`config.mk`:
```
export PLATFORM = sky130hd
export DESIGN_NAME = hvac_zone_ctrl
export DESIGN_NICKNAME = d
export VERILOG_FILES = /design/src/rtl/hvac_zone_ctrl.sv
export SDC_FILE = /design/constraint.sdc
export NUM_CORES = 1
export LEC_CHECK = 0
export CAP_MARGIN = 5
export CELL_PAD_IN_SITES_DETAIL_PLACEMENT = 1
export CELL_PAD_IN_SITES_GLOBAL_PLACEMENT = 1
export CORE_MARGIN = 10
export CORE_UTILIZATION = 41
export CTS_CLUSTER_DIAMETER = 30
export DETAILED_ROUTE_END_ITERATION = 10
export GPL_ROUTABILITY_DRIVEN = 0
export GPL_TIMING_DRIVEN = 0
export PLACE_DENSITY_LB_ADDON = 0.05
export SETUP_SLACK_MARGIN = 0.2
export SLEW_MARGIN = 20
export SYNTH_ARGS = -nofsm -noshare
export SYNTH_HDL_FRONTEND = slang
export SYNTH_SLANG_ARGS = --single-unit
```
`constraint.sdc`:
```
create_clock -name clk -period 2.9 [get_ports clk]
set_input_delay 0.435 -clock clk [delete_from_list [all_inputs] [get_ports clk]]
set_output_delay 0.435 -clock clk [all_outputs]
set_load 0.1 [all_outputs]
```
`src/rtl/hvac_zone_ctrl.sv`:
```
// Single-zone heat/cool controller: run-time setpoint and mode, hysteresis band,
// minimum dwell between threshold-driven transitions, and a stale-sensor fault state.
module hvac_zone_ctrl #(
  parameter int TEMP_W    = 5,
  parameter int HYST      = 2,
  parameter int MIN_DWELL = 4,
  parameter int TIMEOUT   = 16
) (
  input  logic              clk,
  input  logic              rst,
  input  logic [TEMP_W-1:0] temperature,
  input  logic              temp_valid,
  input  logic [TEMP_W-1:0] setpoint,
  input  logic [1:0]        mode,
  output logic              heating,
  output logic              cooling,
  output logic              fault,
  output logic [1:0]        state
);

  localparam int TW   = TEMP_W + 1;
  localparam int DW_W = (MIN_DWELL > 0) ? $clog2(MIN_DWELL + 1) : 1;
  localparam int SW_W = (TIMEOUT > 0) ? $clog2(TIMEOUT + 1) : 1;

  localparam logic [TW-1:0]   HYST_X    = TW'(HYST);
  localparam logic [TW-1:0]   T_MAX     = {1'b0, {TEMP_W{1'b1}}};
  localparam logic [DW_W-1:0] DWELL_MAX = DW_W'(MIN_DWELL);
  localparam logic [SW_W-1:0] STALE_MAX = SW_W'(TIMEOUT);

  typedef enum logic [1:0] {
    S_IDLE  = 2'b00,
    S_HEAT  = 2'b01,
    S_COOL  = 2'b10,
    S_FAULT = 2'b11
  } state_e;

  state_e            state_q, state_d;
  logic [TEMP_W-1:0] temp_q;
  logic              seen_q;
  logic [DW_W-1:0]   dwell_q, dwell_d;
  logic [SW_W-1:0]   stale_q, stale_d;

  logic [TW-1:0] sp_x, tq_x, lo, hi, hi_sum;
  logic          dwell_ok, stale_hit;

  // Thresholds carry one extra bit so the band clamps instead of wrapping.
  assign sp_x      = {1'b0, setpoint};
  assign tq_x      = {1'b0, temp_q};
  assign lo        = (sp_x >= HYST_X) ? (sp_x - HYST_X) : '0;
  assign hi_sum    = sp_x + HYST_X;
  assign hi        = (hi_sum > T_MAX) ? T_MAX : hi_sum;
  assign dwell_ok  = (dwell_q == DWELL_MAX);
  assign stale_hit = (TIMEOUT != 0) && (stale_q == STALE_MAX);

  always_ff @(posedge clk or posedge rst) begin
    if (rst) begin
      state_q <= S_IDLE;
      temp_q  <= '0;
      seen_q  <= 1'b0;
      dwell_q <= DWELL_MAX;
      stale_q <= '0;
    end else begin
      state_q <= state_d;
      dwell_q <= dwell_d;
      stale_q <= stale_d;
      if (temp_valid) begin
        temp_q <= temperature;
        seen_q <= 1'b1;
      end
    end
  end

  always_comb begin
    stale_d = stale_q;
    if (temp_valid) begin
      stale_d = '0;
    end else if (stale_q != STALE_MAX) begin
      stale_d = stale_q + SW_W'(1);
    end
  end

  always_comb begin
    state_d = state_q;
    if (stale_hit && (state_q != S_FAULT)) begin
      state_d = S_FAULT;
    end else begin
      case (state_q)
        S_FAULT: if (temp_valid) state_d = S_IDLE;
        S_IDLE: begin
          if (seen_q && dwell_ok) begin
            if ((tq_x <= lo) && mode[0]) begin
              state_d = S_HEAT;
            end else if ((tq_x >= hi) && mode[1]) begin
              state_d = S_COOL;
            end
          end
        end
        // Losing the enable bit for the active direction covers every forced-off mode.
        S_HEAT: begin
          if (!mode[0]) begin
            state_d = S_IDLE;
          end else if ((tq_x >= sp_x) && dwell_ok) begin
            state_d = S_IDLE;
          end
        end
        S_COOL: begin
          if (!mode[1]) begin
            state_d = S_IDLE;
          end else if ((tq_x <= sp_x) && dwell_ok) begin
            state_d = S_IDLE;
          end
        end
        default: state_d = S_IDLE;
      endcase
    end
  end

  always_comb begin
    dwell_d = dwell_q;
    if (state_d != state_q) begin
      dwell_d = '0;
    end else if (dwell_q != DWELL_MAX) begin
      dwell_d = dwell_q + DW_W'(1);
    end
  end

  assign heating = (state_q == S_HEAT);
  assign cooling = (state_q == S_COOL);
  assign fault   = (state_q == S_FAULT);
  assign state   = state_q;

endmodule

```
==> results.ini, run 1 <==
[outcome]
outcome = finished clean

[critical_path]
worstSetupEndpointType = flip-flop
cp_top_family = compound AO/OA/AOI/OAI gates
worst_r2r_path_depth = 7
cp_num_buf_inv = 3
crit_slowest_cell = a2111o_1
cp_cell_sequence = buf_6 > inv_4 > ha_4 > inv_2 > a211oi_2 > a21oi_2 > ha_1 > nand3_2 > o21bai_1 > a31o_1 > a2111o_1 > a221o_1 > a21oi_1
required_ns = 3.11
cpPeakStageDelay_ns = 0.43
start_kind = input port
critical_path_class = in -> reg
crit_path_max_fanout = 5
worstPathArrival_ns = 2.83
path_depth = 13

[die]
num_rows = 20
core_area_um2 = 3080
initial_core_util_pct = 43.4
fp.dieArea_um2 = 5940
chipHeight_um = 77.1
io-pin-count = 20
die_x_um = 77.1

[synth]
synth_nets = 180
syn-cell-area_um2 = 1340
syn_inst = 144
syn_area_per_cell_um2 = 9.28
ys_seq_area_share_pct = 30.1
synth.top_cell.area_share_pct = 28.1
synth_most_common_cell = ha_1
yosys-top-cells-count = ha_1, dfrtp_1, inv_1
ys_ff_latch = 16
yosys_warnings = 0
yosys_most_used_dff = dfrtp_1
synth_cell_types = 44
yosys.area.top_type = dfrtp_1
synth_edf_count = 0
ys_async_sr_fraction_pct = 100
yosys-top-cells-area = dfrtp_1, ha_1, mux2_2, inv_1, a21oi_1

[detailed_routing]
wirelength_mm = 3.64
first_pass_iters = 4
via_per_inst = 5.38
drtAntennaViolNets = 0
vias = 1172
drc = 0
first_iter_violations = 54
wl_per_cell_um = 16.7

[clock_network]
h-tree-depth = 1
cts_hold_buf = 0
numCtsBuffers = 3
clkLatencyLatePin_ns = 0.27
clk_pin_slew_ns = 0.09
root_buffer = clkbuf_4
cts_max_path_buffers = 2
tritoncts = yes
cts_sinks = 16

[timing]
setup_viol = 0
clock_skew_ns = 0.00335
finalCritPeriodShare_pct = 90.3
period_needed_ns = 2.62
hold_viol = 0
slew_headroom_pct = 35.0
max_freq_mhz = 382
hold_slack_ns = 0.500
rsz0062_at_grt = false
slew_viol_final = 0
tightest_slew_ns = 0.972

[placed_design]
placed_cell_area_um2 = 1590
place_hpwl_mm = 2.84
port-buffer-count = 19

[cells_and_area]
final_cell_area_um2 = 1730
utilization_pct = 56.2
n_fill_cell = 376
nets = 211
area_growth_pct = 29.5
antenna_cells = 0
final_layout_size_suffix_gt1_share_pct = 22.4

[worst_hold_path]
holdPathStages = 1
min_path_type = reg -> reg

[run]
drv_cap = 0

[global_route]
grt_pass1_wl_mm = 6.24
antenna_found_initial = 0
grt_pass1_vias = 1320
grt_max_degree = 17
grt_overflow = 0
grtUsageTotal_pct = 12.4

[power]
p_per_area_nw_per_um2 = 560
cellLeakagePower_nw = 0.818
peakVddDrop_v = 0.000378

-- state kept, by name, summed over array words and instances, names as in the netlist --
name / flops
stale_q: 5
temp_q: 5
dwell_q: 3
state: 2
seen_q: 1
-- power breakdown --
| part | internal [mW] | total [mW] | switching, mW |
|---|---|---|---|
| Sequential | 0.269 | 0.319 | 0.0501 |
| Combinational | 0.209 | 0.534 | 0.325 |
| Clock | 0.0533 | 0.117 | 0.0636 |
| Total | 0.531 | 0.969 | 0.438 |
-- path summary, 6_finish.rpt --
check / startpoint / slack (ns) / end
setup / recovery: setpoint[2] / 0.28 / dwell_q[2]
hold / removal: seen_q / 0.50 / seen_q
setup reg to reg: temp_q[4] / 0.55 / dwell_q[2]
hold reg to reg: seen_q / 0.50 / seen_q
max in group asynchronous: rst / 1.99 / stale_q[4]
min in group asynchronous: rst / 0.52 / dwell_q[0]
-- worst register-to-register path: cells and delay by family (launching register included) --
family / cells / cell delay, ns
DFF: 1 / 0.46
adders and majority gates: 1 / 0.37
and+or+nand+nor: 1 / 0.08
AOI/OAI and AO/OA: 5 / 1.37
-- area by class of cell --
type | count | area (um^2) | share of cell area [%]
Sequential cell | 16 | 402 | 23.2
Tap cell | 44 | 55.1 | 3.18
Buffer | 3 | 25.0 | 1.45
Multi-Input combinational cell | 111 | 925 | 53.4
Timing Repair Buffer | 26 | 240 | 13.9
Clock buffer | 4 | 26.3 | 1.52
Inverter | 14 | 57.6 | 3.33
-- cell usage in the layout (no fill, tap or decap), types with 2 or more instances in the layout --
cell	n
buf_6	2
clkbuf_1	2
o21bai_1	2
nand2_1	8
a31oi_1	2
buf_4	8
inv_1	11
o21ai_0	6
clkbuf_4	3
a21oi_1	5
a21oi_2	3
clkbuf_2	2
nand3_1	7
ha_1	20
dlymetal6s2s_1	2
nor2b_1	3
xor2_1	2
dfrtp_1	15
mux2i_1	2
nor2_2	2
nand2b_1	2
inv_4	2
clkdlybuf4s50_1	13
and2_1	2
a21o_1	3
a41oi_1	2
mux2_2	5
xnor2_1	3
nor2_1	6
-- routing by layer --
metal,wire [um],track usage [%],vias up,share of wire [%]
met5,0,0,-,0
li1,-,-,584,-
met2,1960,22.2,16,54
met3,101,1.75,4,2.8
met4,34,3.83,0,0.93
met1,1540,14.9,568,42
-- timing repair --
item                                    4_1_cts  5_1_grt
gates cloned                                  0        0
endpoints found under the hold margin         0        0
setup buffers                                 5        2
gates resized for setup                      18       23
pin swaps                                     6        7
endpoints found under the setup margin        5        5
-- logic make-up after synthesis --
kind of cell / synth area share [%]
mux: 5.71
buf+inv: 5.06
xor+xnor: 3.28
simple gates: 17.1
fa+ha+maj: 19.7
compound gates: 19.1
flops: 30.1
-- through the flow --
step	TNS (ns)	worst slack, ns	instances	total power [mW]
after CTS	0	0.205	216	0.936
after floorplan	0	0.228	144	0.667
after global placement	-2.62	-0.719	207	0.778
final	0	0.283	218	0.969
after detailed placement	-3.12	-0.822	207	0.806
after global routing	0	0.177	218	1.05
No activity file was read; power rests on OpenSTA's default activity.
==> inputs of run 2 (changes only) <==
Settings changed: GPL_ROUTABILITY_DRIVEN 0 to default.
==> results of run 2 <==
Final layout, timing and power as in run 1 (identical DEF).
